## src/rtl/controller_poller.sv

```systemverilog
// Polls two NES-style serial gamepads once per poll period and publishes
// {p2_present, p1_present, p2[7:0], p1[7:0]} with a one-cycle valid strobe.
module controller_poller #(
  parameter int unsigned HALF_PERIOD = 648,
  parameter int unsigned POLL_PERIOD = 1350000
) (
  input  logic        clock,
  input  logic        reset,
  output logic        pad_latch,
  output logic        pad_clk,
  input  logic        pad1_data,
  input  logic        pad2_data,
  output logic [17:0] controls,
  output logic        controls_valid,
  output logic        busy
);

  localparam int unsigned CW = $clog2(2 * HALF_PERIOD);
  localparam int unsigned TW = $clog2(POLL_PERIOD);
  localparam int unsigned BW = 4;
  localparam int unsigned SW = 9;

  typedef enum logic [2:0] {
    IDLE,
    LATCH,
    WAIT0,
    CLK_HI,
    CLK_LO,
    COMMIT
  } state_t;

  state_t        state;
  state_t        state_next;
  logic [CW-1:0] cnt;
  logic [CW-1:0] cnt_next;
  logic [BW-1:0] bit_idx;
  logic [BW-1:0] bit_next;
  logic [TW-1:0] timer;
  logic [1:0]    sync1;
  logic [1:0]    sync2;
  logic [SW-1:0] shift1;
  logic [SW-1:0] shift2;
  logic          sample;
  logic          p1_present;
  logic          p2_present;
  logic [17:0]   commit_word;

  // Shift registers hold raw (active-low) samples; bit 8 is the presence bit.
  assign p1_present  = ~shift1[8];
  assign p2_present  = ~shift2[8];
  assign commit_word = {p2_present, p1_present,
                        p2_present ? ~shift2[7:0] : 8'h00,
                        p1_present ? ~shift1[7:0] : 8'h00};

  // Next-state, phase counter and sample strobe.
  always_comb begin
    state_next = state;
    cnt_next   = cnt + CW'(1);
    bit_next   = bit_idx;
    sample     = 1'b0;
    case (state)
      IDLE: begin
        cnt_next = '0;
        if (timer == '0) state_next = LATCH;
      end
      LATCH: begin
        if (cnt == CW'(2 * HALF_PERIOD - 1)) begin
          state_next = WAIT0;
          cnt_next   = '0;
        end
      end
      WAIT0: begin
        if (cnt == CW'(HALF_PERIOD - 1)) begin
          sample     = 1'b1;
          state_next = CLK_HI;
          cnt_next   = '0;
          bit_next   = BW'(1);
        end
      end
      CLK_HI: begin
        if (cnt == CW'(HALF_PERIOD - 1)) begin
          state_next = CLK_LO;
          cnt_next   = '0;
        end
      end
      CLK_LO: begin
        if (cnt == CW'(HALF_PERIOD - 1)) begin
          sample   = 1'b1;
          cnt_next = '0;
          if (bit_idx == BW'(8)) begin
            state_next = COMMIT;
          end else begin
            state_next = CLK_HI;
            bit_next   = bit_idx + BW'(1);
          end
        end
      end
      COMMIT: begin
        state_next = IDLE;
        cnt_next   = '0;
      end
      default: begin
        state_next = IDLE;
        cnt_next   = '0;
      end
    endcase
  end

  // State, timer, synchronisers and registered outputs.
  always_ff @(posedge clock or posedge reset) begin
    if (reset) begin
      state          <= IDLE;
      cnt            <= '0;
      bit_idx        <= '0;
      timer          <= '0;
      sync1          <= '0;
      sync2          <= '0;
      shift1         <= '0;
      shift2         <= '0;
      pad_latch      <= 1'b0;
      pad_clk        <= 1'b0;
      busy           <= 1'b0;
      controls_valid <= 1'b0;
      controls       <= '0;
    end else begin
      state   <= state_next;
      cnt     <= cnt_next;
      bit_idx <= bit_next;
      timer   <= (timer == TW'(POLL_PERIOD - 1)) ? '0 : timer + TW'(1);
      sync1   <= {sync1[0], pad1_data};
      sync2   <= {sync2[0], pad2_data};
      if (sample) begin
        shift1 <= {sync1[1], shift1[SW-1:1]};
        shift2 <= {sync2[1], shift2[SW-1:1]};
      end
      pad_latch      <= (state_next == LATCH);
      pad_clk        <= (state_next == CLK_HI);
      busy           <= (state_next != IDLE);
      controls_valid <= (state == COMMIT);
      if (state == COMMIT) controls <= commit_word;
    end
  end

endmodule

```

## config.mk

```make
export PLATFORM = sky130hd
export DESIGN_NAME = controller_poller
export DESIGN_NICKNAME = d
export VERILOG_FILES = /design/src/rtl/controller_poller.sv
export SDC_FILE = /design/constraint.sdc
export NUM_CORES = 1
export LEC_CHECK = 0
export BUFFER_PORTS_ARGS = -buffer_cell sky130_fd_sc_hd__buf_2
export CAP_MARGIN = 5
export CORE_AREA = 2 2 89 91
export CTS_BUF_LIST = sky130_fd_sc_hd__clkbuf_8
export DETAILED_ROUTE_END_ITERATION = 12
export DIE_AREA = 0 0 91 93
export GPL_TIMING_DRIVEN = 0
export PLACE_DENSITY_LB_ADDON = 0.12
export SLEW_MARGIN = 20
export SYNTH_ARGS = -nofsm -noshare
export SYNTH_HDL_FRONTEND = slang
export SYNTH_SLANG_ARGS = --single-unit
```

## constraint.sdc

```tcl
create_clock -name clock -period 2.8 [get_ports clock]
set_input_delay 0.14 -clock clock [delete_from_list [all_inputs] [get_ports clock]]
set_output_delay 0.14 -clock clock [all_outputs]
set_load 0.005 [all_outputs]
```

======== Word level (Yosys, flattened, before mapping) ========
Index checks and enable logic that the tools add are counted.
storage, ports and cells
  register bits after elaboration ......... 83
  input port bits ......................... 4
  output and inout port bits .............. 22
cells by class
  add/sub/neg operators ................... 3
  equality and inequality tests ........... 14
  multiplexer cells ....................... 19
  bitwise logic cells ..................... 4
  reductions and logical operators ........ 7
operators by type and width
  kind                   number
  $mux 11                2
  $pmux 11 s2            1
  $add 21x1->21 const B  1
  $eq 21x21->1 const B   1
  $logic_not 21->1       1
  $mux 21                1
  $mux 3                 6
  $mux 8                 2
  $not 8->8              2
  $pmux 3 s5             1
  $mux 4                 3
  $add 11x1->11 const B  1
  $eq 11x10->1 const B   1
  $eq 11x11->1 const B   1
  $eq 3x2->1 const B     3
  $pmux 4 s2             1
  $eq 3x1->1 const B     2
  $eq 3x3->1 const B     2
  $ne 2x2->1 const B     3
  $add 4x1->4 const B    1
  $eq 4x4->1 const B     1
  $reduce_and 4->1       1
  $logic_not 3->1        1
  $reduce_bool 3->1      1
  other kinds (5)        7

======== Longest topological paths before layout ========
Gate-level depths: netlist of the first run.
  word-level depth ........................ 5
  mapped depth ............................ 6
  mapped depth without buffers ............ 6

======== Worst setup path before layout of the first run ========
No wires, ideal clock.
  path type ............................... register -> register
  start point ............................. register cnt[0]
  end point ............................... register shift1[0]
  data arrival time ....................... 1.670 ns
  setup slack ............................. 1.005 ns
  stages on the path, launching flop included .. 7
  clock period less this slack ............ 1.795 ns
  path through ............................ dfrtp_1 -> ha_1 -> and4b_1 -> nand3_4 -> nor2_8 -> buf_6 -> mux2_2
on the way
  cells in the longest elaborated chain, start to end .. 3
RTL lines
  item                      line    text
  start: declaration        34      logic [CW-1:0] cnt;
  start signal: assignment  127     cnt <= cnt_next;
  $eq 11x10->1              73, 87
  $mux 1                    73, 87
  $mux 1                    --
  end signal: assignment    133     shift1 <= {sync1[1], shift1[SW-1:1]};
  end: declaration          41      logic [SW-1:0] shift1;
No other way between the ends.
A chain may end at the register's enable or synchronous reset.

======== Final worst setup path of the first run ========
  start point ............................. register cnt[0]
  end point ............................... register shift2[1]
on the way
  cells in the longest elaborated chain, start to end .. 3
RTL lines
  item                    line    text
  $eq 11x10->1            73, 87
  $mux 1                  73, 87
  $mux 1                  --
  end signal: assignment  134     shift2 <= {sync2[1], shift2[SW-1:1]};
  end: declaration        42      logic [SW-1:0] shift2;
No other way between the ends.

==> metrics, run 1 <==
status=finished clean; critical path arrival=2250 ps; final hold vios=0; static leakage power=2.03 nW; post-synth cell types=52; First-pass DRT Iterations=4; Main synth FF type=dfrtp_1; GRT Util Overall=0.166; Initial Utilization=0.491; period utilization=0.720; fin. max-slew vios=0; Num CTS Buffers=9; crit start category=flip-flop; DR WL met3=171 µm; core area=7530 µm²; Synthesized Nets=approximately 330; DP Worst Slack=797 ps; part of the Yosys area used for sequential elements=0.562; fmax=approximately 0.50 GHz; Post-synth EDFFs=0; Slew headroom=0.563; DRC viols=0; first-pass GRT wire length=11.2 mm; CP Capture Type=flip-flop; placed cell count=444; Cells after Synth=316; Remaining Overflow, GRT=0; VDD IR max=0.000227 V; setup tns final=0 ps; # port buffers=25; WL final=6.20 mm; met1 WL=2.91 mm; Total Nets Final=365; io pins=26; Max Cap Viol=0; largest fanout on the critical path=10; pin count of the biggest net entering global routing=52; RD Place Congestion=0.784; DR WL met2=about 3.0 mm; antenna-violating nets left=0; Netlist Area Pre-Place=3700 µm²; RSZ-0062 raised after global routing=no; Root Driver=clkbuf_8; min Tclk post-route=roughly 2000 ps; Crit Path Class=reg2reg; Worst EP required=3040 ps; clock slew seen by the registers of the worst setup and hold paths=80 ps; Syn. warnings=0; CTS Buffer Depth=2; cell row count=32; HPWL after DPL=4.27 mm; Area Growth Syn to Fin=13.3%; overall die width=91 µm; H-tree level count=3; Cell Pwr Density=483 nW/µm²; worst skew pair latency=between 300 and 400 ps; DR iter-0 viols=72; Setup WS post-layout=785 ps; # diodes=0; CTS Hold Buffers Added=3; vias per cell=~5.3; Die Y=93 µm; Seq cells post-synth=83; Setup Skew=9.24 ps; DR top layer=met4; post-CTS sizing=0; vias in the first global route=around 2400; layout cell share with drive strength beyond 1=0.224; post-synthesis average cell area=11.7 µm²; asr flop ratio synth=1.00; Slew @ Worst Pin=656 ps; post-route insts no fill=463; HP Class=reg2reg; post-CTS setup buffers=0; CTS tree=built; Routed WL per cell=13.4 µm; Hold Worst Slack=354 ps; CTS Sinks=83; die area=8460 µm²; final setup vio count=0; antenna violations before repair=0; via count=2453
==> critical path: stages, from the launching register on <==
cell     delay [ps]
dfrtp_1         390
ha_1            230
and4b_1         320
nand3_4         190
nor2_8          240
buf_6           180
mux2_2          330
==> stage by stage <==
stage	total power, mW	instance area (µm²)	utilization
after floorplan	1.24	3700	-
after global placement	1.25	3950	0.525
after detailed placement	1.26	3970	0.528
after CTS	2.05	4190	0.556
after global routing	2.11	4190	0.556
final	2.02	4190	0.556
==> final cells by class <==
type	instances	area, µm²
Fill cell	679	3340
Sequential cell	83	2080
Multi-Input combinational cell	211	1520
Timing Repair Buffer	29	175
Clock buffer	10	138
Tap cell	102	128
Buffer	10	55.1
Clock inverter	6	47.5
Inverter	12	47.5
==> registers in the layout (all words and copies together) (netlist names), 3 cells and up <==
| signal | cells |
|---|---|
| shift2 | 9 |
| cnt | 11 |
| bit_idx | 4 |
| controls | 18 |
| state | 3 |
| timer | 21 |
| shift1 | 9 |
==> cells by family after synthesis <==
| group | count (synthesis) | synth area share |
|---|---|---|
| and+or+nand+nor | 123 | 0.194 |
| DFF | 83 | 0.562 |
| AOI/OAI and AO/OA | 34 | 0.0694 |
| xor gates and xnor gates | 26 | 0.0616 |
| muxes | 23 | 0.0687 |
| buffers and inverters | 22 | 0.0271 |
| adders and majority gates | 5 | 0.0169 |
==> cell usage after synthesis (all sizes together), types with 2 or more instances <==
cell type	instances	share of area
dfrtp	83	0.56
nor2	30	0.038
nand2	25	0.025
mux2	19	0.058
nand3	17	0.026
o31ai	17	0.035
xor2	17	0.040
inv	12	0.012
nand4	10	0.017
xnor2	9	0.021
and3	7	0.012
nor4	7	0.012
buf	5	0.0098
clkbuf	5	0.0051
ha	5	0.017
nor3b	5	0.014
o21ai	5	0.0068
mux2i	4	0.011
nor3	4	0.012
and4	3	0.0074
nand3b	3	0.0061
a21oi	2	0.0037
a41o	2	0.0058
and2	2	0.0034
nor2b	2	0.0034
o211ai	2	0.0054
or3b	2	0.0047
or4	2	0.0051
==> worst paths after layout <==
kind                       startpoint  slack (ps)  depth (start not counted)           end
max                            cnt[0]         780                          6     shift2[1]
min in group asynchronous       reset         410                          3  controls[14]
max in group asynchronous       reset        1770                          4   controls[2]
max reg2reg                    cnt[0]         780                          6     shift2[1]
min                          sync1[0]         350                          0      sync1[1]
min reg2reg                  sync1[0]         350                          0      sync1[1]
==> placed cells by master (no fill, tap or decap), drive strengths merged, types with 5 or more instances in the layout <==
cell type  count
xor2          17
and3           7
nand4         10
ha             5
clkbuf        15
o21ai          5
buf           31
o31ai         17
nor4           7
xnor2          9
nor3b          5
dfrtp         83
nand2         25
nor2          30
nand3         17
mux2          19
inv           14
==> power breakdown <==
part	internal (mW)	switching [mW]	total (mW)
Combinational	0.00731	0.0238	0.0311
Clock	0.352	0.439	0.790
Sequential	1.20	0.000674	1.20
==> routing by layer <==
layer  vias up  global-route usage
met1      1195               0.211
met5         -                   0
li1       1207                   -
met4         0              0.0808
met3        10              0.0298
met2        41               0.275
Note: power is estimated with default switching activity, not from simulation.
==> inputs of run 2 (changes only) <==
==> constraint.sdc (replaced) <==
create_clock -name clock -period 1.8 [get_ports clock]
set_input_delay 0.09 -clock clock [delete_from_list [all_inputs] [get_ports clock]]
set_output_delay 0.09 -clock clock [all_outputs]
set_load 0.005 [all_outputs]
==> metrics, run 2 (synthesis results as in run 1) <==
commonest non-fill, non-tap cell in the layout=dfrtp_1; CTS Sinks=83 (unchanged); Crit Path Class=reg2reg; CTS tree=built; Comb pwr share=0.017 (+0.002); DRC viols=0 (unchanged); HPWL after DPL=4.31 mm (+0.91%); overall die width=91 µm (unchanged); antenna violations before repair=0 (unchanged); max reg flops=21 (unchanged); fmax=0.560 GHz (+13%); Setup Skew=11.4 ps (+2.16 ps); Clk pwr share=0.394 (+0.003); Num CTS Buffers=9 (unchanged); Slew headroom=0.574 (+0.0110); First-pass DRT Iterations=4 (unchanged); crit-path max cell delay=400 ps (about the same); worst r2r src=cnt[1]; Root Driver=clkbuf_8; # port buffers=25 (unchanged); Worst Reg-to-Reg Cells=6 (unchanged); Final Total Pwr=3.17 mW (+57%); largest fanout on the critical path=7 (-3); Critical-path top delay cell=dfrtp_1; crit-path leading delay family=simple AND/OR/NAND/NOR gates; DR iter-0 viols=78 (+8.3%); Register Area=2080 µm² (about the same); CP bufs+invs=1 (unchanged); antenna-violating nets left=0 (unchanged); first-pass GRT wire length=11.6 mm (+3.5%); Initial Utilization=0.491 (unchanged); RD Place Congestion=0.779 (-0.69%); Die Y=93 µm (unchanged); period utilization=0.993 (+0.273); cell row count=32 (unchanged); HP Class=in2async; setup tns final=0 ps (unchanged); Biggest register=timer; vias per cell=5.23 (-1.2%); CP Capture Type=flip-flop; die area=8460 µm² (unchanged); Power Internal=2.41 mW (+54%); biggest regs=timer (21), controls (18), cnt (11); min Tclk post-route=1790 ps (-228 ps); Max Cap Viol=0 (unchanged); worst path cell trace=ha_4, and4b_2, nand3_4, nor2_8, clkbuf_16, mux2_1; Sw Ratio=0.242 (+0.0129); final setup vio count=0 (unchanged); Reg power frac=0.589 (-0.005); Worst EP required=2030 ps (-1010 ps); reg2reg end=shift2[7]; fin. max-slew vios=0 (unchanged); Remaining Overflow, GRT=0 (unchanged); core area=7530 µm² (unchanged); io pins=26 (unchanged); R2R Setup Slk=10 ps (-770 ps); GRT Util Overall=0.169 (+0.00296); static leakage power=2.15 nW (+6.1%); number of fill cells in the layout=683 (+0.59%); pin count of the biggest net entering global routing=33 (-37%); vias in the first global route=2504 (+3.8%); Sw Pwr=0.768 mW (+66%); WL final=6.61 mm (+6.5%); Area Growth Syn to Fin=20.0%; most frequent cells in the layout=dfrtp_1, buf_2, nor2_1, nand2_1; Routed WL per cell=13.8 µm (+3.2%); critical path arrival=2020 ps (-230 ps); clock slew seen by the registers of the worst setup and hold paths=100 ps (+20 ps); CTS Buffer Depth=2 (unchanged); layout cell share with drive strength beyond 1=0.266 (+0.0416); Total Nets Final=380 (+4.1%); H-tree level count=3 (unchanged); RSZ-0062 raised after global routing=yes; Cell Pwr Density=715 nW/µm² (+48%); status=finished clean; worst skew pair latency=350 ps (about the same); VDD IR max=0.000388 V (+71%); area of the multi-input gates=1600 µm² (+5.6%); crit start category=flip-flop; final hold vios=0 (unchanged); # diodes=0 (unchanged); Slew @ Worst Pin=638 ps (-17.9 ps); via count=2501 (+2.0%)
==> run 2: changes by cell type in the layout (fill, tap and decap cells not counted), sizes merged <==
cell | previous run | this run
buf | 31 | 45
inv | 14 | 15
clkinvlp | 4 | 1
clkinv | 0 | 3
==> run 2: through the flow <==
step            util  std cells  worst slack (ps)  area [µm²]  hold slack (ps)
2_1_floorplan      -        316              5.32        3700              121
3_3_place_gp   0.525        443              -183        3950              197
3_5_place_dp   0.530        445              -209        3990              199
4_1_cts        0.565        468             -1.08        4250              358
5_1_grt        0.589        478             -58.2        4440              379
6_report       0.589        478              13.0        4440              357
==> run 2: area by class of cell <==
cell class	count	share of cell area
clock buffer	9	0.0279
sequential	83	0.468
clock inverter	7	0.0130
inverter	12	0.0110
timing repair buffer	44	0.0761
tap	102	0.0288
buffer	10	0.0133
multi-input combinational	211	0.362
==> run 2: layer usage <==
layer / wire length [µm] / track usage / up-vias
li1: - / - / 1232
met1: 3080 / 0.221 / 1225
met2: 3230 / 0.281 / 35
met3: 172 / 0.0298 / 9
met4: 116 / 0.0682 / 0
met5: 0 / 0 / -
==> run 2: what timing repair did <==
item | CTS | global route
resized for setup | 4 | 19
cloned | 0 | 1
setup buffers | 4 | 9
hold buffers | 3 | 0
setup endpoints to repair | 31 | 45
hold endpoints to repair | 27 | 0
pin swaps | 2 | 7
==> run 2: worst max path at each step <==
stage	from	end	slack, ps	cells past startpoint
2_1_floorplan	cnt[0]	shift1[0]	5	6
3_3_place_gp	cnt[0]	shift2[5]	-180	6
3_5_place_dp	cnt[0]	shift2[1]	-210	6
4_1_cts	cnt[1]	shift2[1]	-1	6
5_1_grt	cnt[0]	shift2[7]	-60	6
6_report	cnt[1]	shift2[7]	10	6
==> run 2: worst register-to-register path, stage by stage, from the launching register on <==
cell and delay (ps):
dfrtp_1 400, ha_4 160, and4b_2 270, nand3_4 170, nor2_8 210, clkbuf_16 160, mux2_1 310
==> run 2: power by group through the flow <==
stage          clock network, mW  logic, mW  registers (mW)
2_1_floorplan                  0     0.0276            1.91
6_report                    1.25     0.0545            1.87
4_1_cts                     1.28     0.0582            1.87
3_3_place_gp                   0     0.0417            1.91
5_1_grt                     1.38     0.0649            1.87
3_5_place_dp                   0     0.0535            1.91
==> inputs of run 3 (changes only) <==
--- a/config.mk
+++ b/config.mk
@@ -12,7 +12,7 @@
 export DETAILED_ROUTE_END_ITERATION = 12
 export DIE_AREA = 0 0 91 93
 export GPL_TIMING_DRIVEN = 0
-export PLACE_DENSITY_LB_ADDON = 0.12
+export PLACE_DENSITY = 0.79
 export SLEW_MARGIN = 20
 export SYNTH_ARGS = -nofsm -noshare
 export SYNTH_HDL_FRONTEND = slang
==> metrics, run 3 (synthesis results as in run 1) <==
status=finished, violations left; failing checks=negative setup slack; critical path arrival=2070 ps (+50 ps); # diodes=0 (unchanged); HPWL after DPL=4.32 mm (+0.28%); CTS Buffer Depth=2 (unchanged); CP bufs+invs=1 (unchanged); Worst EP required=2040 ps (about the same); Initial Utilization=0.491 (unchanged); vias in the first global route=2443 (-2.4%); biggest regs=timer (21), controls (18), cnt (11); commonest non-fill, non-tap cell in the layout=dfrtp_1; DR iter-0 viols=90 (+15%); Reg power frac=0.592 (+0.003); fin. max-slew vios=0 (unchanged); reg2reg end=shift2[7]; core area=7530 µm² (unchanged); max reg flops=21 (unchanged); Critical-path top delay cell=dfrtp_1; HP Class=in2async; crit start category=flip-flop; worst skew pair latency=350 ps (about the same); vias per cell=5.32 (+1.6%); Area Growth Syn to Fin=19.8%; largest fanout on the critical path=7 (unchanged); final setup vio count=4 (+4); worst path cell trace=ha_4, and4b_2, nand3_4, nor2_8, clkbuf_16, mux2_1; crit-path max cell delay=410 ps (about the same); Comb pwr share=0.017 (about the same); Die Y=93 µm (unchanged); post-layout util=0.588 (-0.00133); placed cell area=3990 µm² (unchanged); DRC viols=0 (unchanged); first-pass GRT wire length=11.3 mm (-2.1%); pin count of the biggest net entering global routing=30 (-9.1%); Sw Ratio=0.230 (-0.0121); Worst Reg-to-Reg Cells=6 (unchanged); fmax=0.546 GHz (-2.4%); Setup WS post-layout=-30.2 ps (-43.3 ps); layout cell share with drive strength beyond 1=0.257 (-0.00858); Max Cap Viol=0 (unchanged); Cell Pwr Density=713 nW/µm² (-0.28%); Total Nets Final=377 (-0.79%); antenna-violating nets left=0 (unchanged); # port buffers=25 (unchanged); antenna violations before repair=0 (unchanged); Setup Skew=12.0 ps (+0.573 ps); First-pass DRT Iterations=4 (unchanged); io pins=26 (unchanged); Root Driver=clkbuf_8; cell row count=32 (unchanged); Slew @ Worst Pin=620 ps (-18.2 ps); most frequent cells in the layout=dfrtp_1, buf_2, nor2_1, nand2_1; final hold vios=0 (unchanged); H-tree level count=3 (unchanged); Remaining Overflow, GRT=0 (unchanged); min Tclk post-route=1830 ps (+43.3 ps); Routed WL per cell=14.2 µm (+2.4%); WL final=6.72 mm (+1.8%); final instance area=4430 µm² (-0.23%); overall die width=91 µm (unchanged); CTS Sinks=83 (unchanged); Slew headroom=0.586 (+0.0122); RSZ-0062 raised after global routing=yes; via count=2526 (+1.0%); CTS tree=built; Power Internal=2.43 mW (+1.1%); period utilization=1.02 (+0.0240); Sw Pwr=0.725 mW (-5.5%); die area=8460 µm² (unchanged); Crit Path Class=reg2reg; worst r2r src=cnt[1]; crit-path leading delay family=simple AND/OR/NAND/NOR gates; R2R Setup Slk=-30 ps (-40 ps); CP Capture Type=flip-flop; Hold Worst Slack=346 ps (-10.3 ps); Clk pwr share=0.392 (-0.002); Biggest register=timer; VDD IR max=0.000362 V (-6.7%); Num CTS Buffers=9 (unchanged); static leakage power=2.13 nW (-1.1%); GRT Util Overall=0.167 (-0.00176); clock slew seen by the registers of the worst setup and hold paths=90 ps (about the same); RD Place Congestion=0.798 (+2.6%)
-- run 3: cell types whose count changed in the layout (fill, tap and decap cells not counted), sizes merged --
cell,before,now
clkinv,3,5
clkinvlp,1,2
inv,15,11
buf,45,42
clkbuf,15,16
-- run 3: tightest hold or removal path, delay by kind of cell --
kind                   cells  cell delay, ps
buffers and inverters      3            1080
-- run 3: area by class of cell --
cell class              count  area [µm²]
fillers                   622        3100
flip-flops and latches     83        2080
multi-input cells         211        1620
repair buffers             41         308
clock buffers              10         138
well taps                 102         128
plain buffers              10        58.8
clock inverters             6        51.3
inverters                  12        48.8
-- run 3: layer usage --
layer,routed length (µm),track usage
met1,3040,0.213
met2,3350,0.273
met3,230,0.0435
met4,104,0.0682
met5,0,0
-- run 3: worst max path at each step --
stage               cells past startpoint  slack, ps         to  startpoint
floorplan                               6          5  shift1[0]      cnt[0]
global placement                        6       -160  shift2[4]      cnt[0]
detailed placement                      6       -180  shift2[2]      cnt[0]
CTS                                     6          3  shift1[1]      cnt[1]
global route                            6        -90  shift2[7]      cnt[1]
finish                                  6        -30  shift2[7]      cnt[1]
-- run 3: repair_timing --
action / 4_1_cts / 5_1_grt
cloned: 0 / 1
endpoints found under the setup margin: 26 / 41
setup buffers: 4 / 6
pin swaps: 1 / 5
resized for setup: 5 / 18
hold buffers: 3 / 0
endpoints found under the hold margin: 28 / 0
-- run 3: stage by stage --
| stage | total power, mW | std cells | worst slack (ps) | setup TNS, ps |
|---|---|---|---|---|
| after floorplan | 1.93 | 316 | 5.32 | 0 |
| after global placement | 1.95 | 443 | -155 | -1650 |
| after detailed placement | 1.96 | 445 | -180 | -1960 |
| after CTS | 3.20 | 468 | 3.46 | 0 |
| after global routing | 3.29 | 475 | -87.1 | -1010 |
| final | 3.16 | 475 | -30.2 | -86.5 |
-- run 3: power groups by stage --
| stage | clock network, mW | logic (mW) | registers, mW |
|---|---|---|---|
| floorplan | 0 | 0.0276 | 1.91 |
| global placement | 0 | 0.0400 | 1.91 |
| detailed placement | 0 | 0.0509 | 1.91 |
| CTS | 1.28 | 0.0562 | 1.87 |
| global route | 1.36 | 0.0626 | 1.87 |
| finish | 1.24 | 0.0532 | 1.87 |
